$ cat config.mk
export PLATFORM = sky130hd
export DESIGN_NAME = pulse_train_monitor
export DESIGN_NICKNAME = d
export VERILOG_FILES = /design/src/rtl/pulse_train_monitor.sv
export SDC_FILE = /design/constraint.sdc
export NUM_CORES = 1
export LEC_CHECK = 0
export CAP_MARGIN = 10
export CORE_MARGIN = 5
export CORE_UTILIZATION = 50
export CTS_BUF_LIST = sky130_fd_sc_hd__clkbuf_4
export DETAILED_ROUTE_END_ITERATION = 8
export HOLD_SLACK_MARGIN = 0.02
export PLACE_DENSITY = 0.71
export SETUP_SLACK_MARGIN = 0.2
export SKIP_CTS_REPAIR_TIMING = 1
export SYNTH_ARGS = -nofsm -noshare
export SYNTH_HDL_FRONTEND = slang
export SYNTH_SLANG_ARGS = --single-unit
$ cat constraint.sdc
create_clock -name sys_clk -period 5.38 [get_ports sys_clk]
set_clock_uncertainty 0.05 [all_clocks]
set_input_delay 1.076 -clock sys_clk [delete_from_list [all_inputs] [get_ports sys_clk]]
set_output_delay 1.076 -clock sys_clk [all_outputs]
set_load 0.03 [all_outputs]
$ cat src/rtl/pulse_train_monitor.sv
// Measures pulse count, period and high time of each burst on an asynchronous
// PWM line, and strobes burst_done once the line has stayed quiet long enough.
module pulse_train_monitor #(
  parameter int CNT_W        = 26,
  parameter int PCNT_W       = 16,
  parameter int IDLE_TIMEOUT = 100000
) (
  input  logic              sys_clk,
  input  logic              sys_rst,
  input  logic              pwm_in,
  input  logic              clr,
  output logic              busy,
  output logic [PCNT_W-1:0] pulse_cnt,
  output logic [CNT_W-1:0]  period,
  output logic [CNT_W-1:0]  high_time,
  output logic              burst_done
);

  typedef enum logic {IDLE, ACTIVE} state_t;

  localparam logic [CNT_W-1:0] IDLE_LIM  = CNT_W'(IDLE_TIMEOUT);
  localparam logic [CNT_W-1:0] IDLE_LAST = CNT_W'(IDLE_TIMEOUT - 1);

  function automatic logic [CNT_W-1:0] sat_inc_cnt(input logic [CNT_W-1:0] v);
    return (v == '1) ? v : v + CNT_W'(1);
  endfunction

  function automatic logic [PCNT_W-1:0] sat_inc_pcnt(input logic [PCNT_W-1:0] v);
    return (v == '1) ? v : v + PCNT_W'(1);
  endfunction

  state_t              state_q, state_d;
  logic [2:0]          sync_q, sync_d;
  logic [CNT_W-1:0]    edge_tmr_q, edge_tmr_d;
  logic [CNT_W-1:0]    idle_tmr_q, idle_tmr_d;
  logic [PCNT_W-1:0]   pulse_cnt_q, pulse_cnt_d;
  logic [CNT_W-1:0]    period_q, period_d;
  logic [CNT_W-1:0]    high_time_q, high_time_d;
  logic                burst_done_q, burst_done_d;
  logic                rise, fall;

  // sync_q[0..1] is the two-flop synchronizer, sync_q[2] the edge-detect delay
  always_comb begin
    sync_d = {sync_q[1:0], pwm_in};
    rise   = sync_q[1] & ~sync_q[2];
    fall   = ~sync_q[1] & sync_q[2];
  end

  always_comb begin
    state_d      = state_q;
    pulse_cnt_d  = pulse_cnt_q;
    period_d     = period_q;
    high_time_d  = high_time_q;
    burst_done_d = 1'b0;
    edge_tmr_d   = rise ? CNT_W'(1) : sat_inc_cnt(edge_tmr_q);
    if (rise || fall)
      idle_tmr_d = '0;
    else if (idle_tmr_q >= IDLE_LIM)
      idle_tmr_d = IDLE_LIM;
    else
      idle_tmr_d = idle_tmr_q + CNT_W'(1);

    unique case (state_q)
      IDLE: begin
        if (rise) begin
          state_d     = ACTIVE;
          pulse_cnt_d = PCNT_W'(1);
          period_d    = '0;
          high_time_d = '0;
        end
      end
      ACTIVE: begin
        if (rise) begin
          period_d    = edge_tmr_q;
          pulse_cnt_d = sat_inc_pcnt(pulse_cnt_q);
        end else if (fall) begin
          high_time_d = edge_tmr_q;
        end else if (idle_tmr_q == IDLE_LAST) begin
          burst_done_d = 1'b1;
          state_d      = IDLE;
        end
      end
      default: state_d = IDLE;
    endcase

    // clr wipes everything except the synchronizer, so a coincident rise is lost
    if (clr) begin
      state_d      = IDLE;
      pulse_cnt_d  = '0;
      period_d     = '0;
      high_time_d  = '0;
      burst_done_d = 1'b0;
      edge_tmr_d   = '0;
      idle_tmr_d   = '0;
    end
  end

  always_ff @(posedge sys_clk) begin
    if (sys_rst) begin
      state_q      <= IDLE;
      sync_q       <= '0;
      edge_tmr_q   <= '0;
      idle_tmr_q   <= '0;
      pulse_cnt_q  <= '0;
      period_q     <= '0;
      high_time_q  <= '0;
      burst_done_q <= 1'b0;
    end else begin
      state_q      <= state_d;
      sync_q       <= sync_d;
      edge_tmr_q   <= edge_tmr_d;
      idle_tmr_q   <= idle_tmr_d;
      pulse_cnt_q  <= pulse_cnt_d;
      period_q     <= period_d;
      high_time_q  <= high_time_d;
      burst_done_q <= burst_done_d;
    end
  end

  assign busy       = (state_q == ACTIVE);
  assign pulse_cnt  = pulse_cnt_q;
  assign period     = period_q;
  assign high_time  = high_time_q;
  assign burst_done = burst_done_q;

endmodule

==> Flow_metrics.wiki <==
{| class="wikitable"
! Metric !! Value
|-
| Status || finished clean
|-
| Clock input transition at the sequential cells of the worst setup and hold paths || 0.11 ns
|-
| Flip-flop cell with the highest count after synthesis || sky130_fd_sc_hd__dfxtp_1
|-
| RD Place Congestion || 0.804
|-
| Row cnt || 37
|-
| CTS tree || done
|-
| Count of flip-flops with a built-in enable after synthesis || 0
|-
| Post-synthesis async set-or-reset flop share || 0
|-
| Endpoint of the most critical register-to-register path || high_time[8]
|-
| Area of the placeable core || 10400 sq um
|-
| Register-to-register setup slack || 2.21 ns
|-
| Sink count of the clock tree || 125
|-
| Effective utilization at floorplan || 0.517
|-
| Drt initial violations || 258
|-
| Max stage delay cell, worst path || sky130_fd_sc_hd__a21boi_2
|-
| Setup repair after global routing missed its margin || no
|-
| Final setup fails || 0
|-
| Cells along the critical path || inv_1 -> ha_2 -> nor2b_2 -> a21boi_2 -> nand2_1 -> a21oi_1
|-
| Reg-to-Reg Start || sync_q[2]
|-
| Horizontal die dimension || 114 um
|-
| Clock root buffer || sky130_fd_sc_hd__clkbuf_4
|-
| Via-to-Cell Ratio || 5.52
|-
| CP Class || reg -> reg
|-
| Total Routed Length || 12.5 mm
|-
| Post-synthesis cell type count || 60
|-
| Nets@finish || 676
|-
| Endpoint class of the critical path || flop
|-
| Routed vias || 4501
|-
| Maximum number of buffers from clock root to sink || 2
|-
| Required time worst endpoint || 5.75 ns
|-
| Antenna Cells || 0
|-
| Max-capacitance violation count || 0
|-
| Post-synth design cell area || 5360 sq um
|-
| Full die area || 12900 sq um
|-
| Io pins || 74
|-
| Total clock buffers created by CTS || 17
|-
| Hold Fails Final Rpt || 0
|-
| Maximum number of pins on one net before global-route repair || 63
|-
| Fill cells || 931
|-
| Final Util || 0.622
|-
| Endpoint, Worst Hold || sync_q[1]
|-
| Congestion Overflow GR || 0
|-
| Post-route antenna net violation count || 0
|-
| Crit start category || flop
|-
| Minimum period implied by the final worst setup slack || 3.17 ns
|-
| Slowest stage delay, CP || 1.02 ns
|-
| Post-synthesis to final-layout area growth || 20.3%
|-
| Worst max-slew margin expressed relative to the limit || 0.195
|-
| Setup TNS || 0 ns
|-
| Leak Pwr || 0.00205 uW
|-
| Actual slew at the worst max-slew pin || 1.20 ns
|-
| Clock latency on the worst-skew pair || 0.49 ns
|-
| Share of the cycle needed by the critical path after routing || 0.589
|-
| Detailed-route DRC error count || 0
|-
| Mean post-synth cell area || 8.80 sq um
|-
| Count of pins over their slew limit || 0
|-
| Largest voltage drop on the vdd net || 0.000168 V
|-
| Global routing usage summed across all routing layers || 0.198
|-
| Maximum operating frequency || 315 MHz
|-
| Yosys warns || 0
|-
| Worst Reg2Reg Path Length in Cells || 6
|-
| WP data arrival || 3.54 ns
|-
| Vias in the first global route || 4294
|-
| Family with the most delay on the worst path || compound AO/OA/AOI/OAI gates
|-
| Wire length per cell after detailed routing || 15.4 um
|-
| Cells after Synth || 609
|-
| Total of flip-flops plus latches after synthesis || 125
|-
| Number of I/O port buffers || 73
|-
| HP Class || reg -> reg
|-
| Fraction of the yosys area taken by sequential cells || 0.467
|-
| Router iterations before antenna repair || 5
|-
| Wire length of the first global-routing pass || 20.9 mm
|-
| Worst min-delay path startpoint || sync_q[0]
|-
| Total power divided by cell area || 270 nW/um^2
|-
| WHS Path Cells || 1
|-
| Number of buffer and inverter instances along the worst setup path || 1
|-
| Number of cells on the critical path || 6
|-
| Vertical extent of the die || 114 um
|-
| Antenna violations before repair || 0
|-
| H-Tree Level Count || 4
|-
| DP Wirelength || 8.58 mm
|-
| Largest driver fanout on the critical path || 62
|-
| Share of cells above drive strength 1 || 0.0781
|-
| Worst setup startpoint || sync_q[2]
|}
[registers in the layout (all words and copies together), names as in the netlist]
name and cells:
high_time 26, pulse_cnt 16, period 26, burst_done 1, idle_tmr_q 26, sync_q 3, edge_tmr_q 26, busy 1
[worst max-delay path by stage]
| stage | slack [ns] | to |
|---|---|---|
| final | 2.21 | high_time[8] |
| after global routing | 1.88 | high_time[12] |
| after CTS | 2.23 | high_time[8] |
| after detailed placement | 2.28 | high_time[20] |
| after floorplan | 3.37 | pulse_cnt[5] |
| after global placement | 2.43 | high_time[22] |
[cell usage after synthesis, types with 8 or more instances]
library cell	n	area, sq um
sky130_fd_sc_hd__nand2_1	46	173
sky130_fd_sc_hd__nand4_1	19	119
sky130_fd_sc_hd__inv_1	8	30.0
sky130_fd_sc_hd__nor3_1	11	55.1
sky130_fd_sc_hd__nor2_1	55	206
sky130_fd_sc_hd__dfxtp_1	125	2500
sky130_fd_sc_hd__buf_2	10	50.1
sky130_fd_sc_hd__xnor2_1	15	131
sky130_fd_sc_hd__nand3_1	76	380
sky130_fd_sc_hd__xor2_1	28	245
sky130_fd_sc_hd__clkbuf_1	26	97.6
sky130_fd_sc_hd__a21oi_1	67	335
sky130_fd_sc_hd__nand2b_1	26	163
[area by class of cell]
| class | count | area [sq um] | area share |
|---|---|---|---|
| Clock buffer | 19 | 143 | 0.0221 |
| Clock inverter | 13 | 196 | 0.0305 |
| Timing Repair Buffer | 74 | 738 | 0.114 |
| Sequential cell | 125 | 2500 | 0.388 |
| Tap cell | 136 | 170 | 0.0264 |
| Multi-Input combinational cell | 440 | 2670 | 0.414 |
| Inverter | 8 | 30.0 | 0.00466 |
[routing by layer]
layer / part of all wire / track usage / routed length, um
met1: 0.46 / 0.262 / 5820
met2: 0.48 / 0.323 / 5960
met3: 0.051 / 0.0446 / 641
met4: 0.0091 / 0.0617 / 114
met5: 0 / 0 / 0
[where the power goes]
| part | switching [uW] | leakage [uW] | internal, uW |
|---|---|---|---|
| clock network | 338 | 0.000179 | 422 |
| logic | 31.6 | 0.000862 | 12.0 |
| registers | 7.28 | 0.00101 | 933 |
| total | 377 | 0.00205 | 1370 |
[layout by cell type, fill, tap and decap left out, types with 15 or more instances in the layout]
cell type and instances:
sky130_fd_sc_hd__nand2b_1 26, sky130_fd_sc_hd__a21oi_1 67, sky130_fd_sc_hd__nand4_1 19, sky130_fd_sc_hd__clkbuf_4 19
sky130_fd_sc_hd__nor2_1 55, sky130_fd_sc_hd__xor2_1 28, sky130_fd_sc_hd__nand2_1 46, sky130_fd_sc_hd__dfxtp_1 124
sky130_fd_sc_hd__clkdlybuf4s50_1 73, sky130_fd_sc_hd__xnor2_1 15, sky130_fd_sc_hd__nand3_1 76
[logic make-up after synthesis]
group | Yosys count | synth area share
compound gates | 101 | 0.125
other cells | 1 | 0.000700
buf+inv | 52 | 0.0427
mux | 1 | 0.00187
simple gates | 280 | 0.278
fa+ha+maj | 6 | 0.0140
flops | 125 | 0.467
xor+xnor | 43 | 0.0703
[worst register-to-register path, stage by stage (launching register included)]
cell	delay, ns
sky130_fd_sc_hd__dfxtp_1	0.33
sky130_fd_sc_hd__inv_1	0.05
sky130_fd_sc_hd__ha_2	0.86
sky130_fd_sc_hd__nor2b_2	0.47
sky130_fd_sc_hd__a21boi_2	1.02
sky130_fd_sc_hd__nand2_1	0.15
sky130_fd_sc_hd__a21oi_1	0.16
[per-stage QoR]
stage / hold slack, ns / instances / cell area [sq um] / setup WS, ns / total power (uW)
floorplan: 0.364 / 617 / 5390 / 3.37 / 994
global placement: 0.380 / 783 / 6110 / 2.43 / 1000
detailed placement: 0.397 / 783 / 6110 / 2.28 / 1010
CTS: 0.416 / 815 / 6450 / 2.23 / 1760
global route: 0.423 / 815 / 6450 / 1.88 / 1810
finish: 0.413 / 815 / 6450 / 2.21 / 1740
Power figures use the tool's default switching activity.
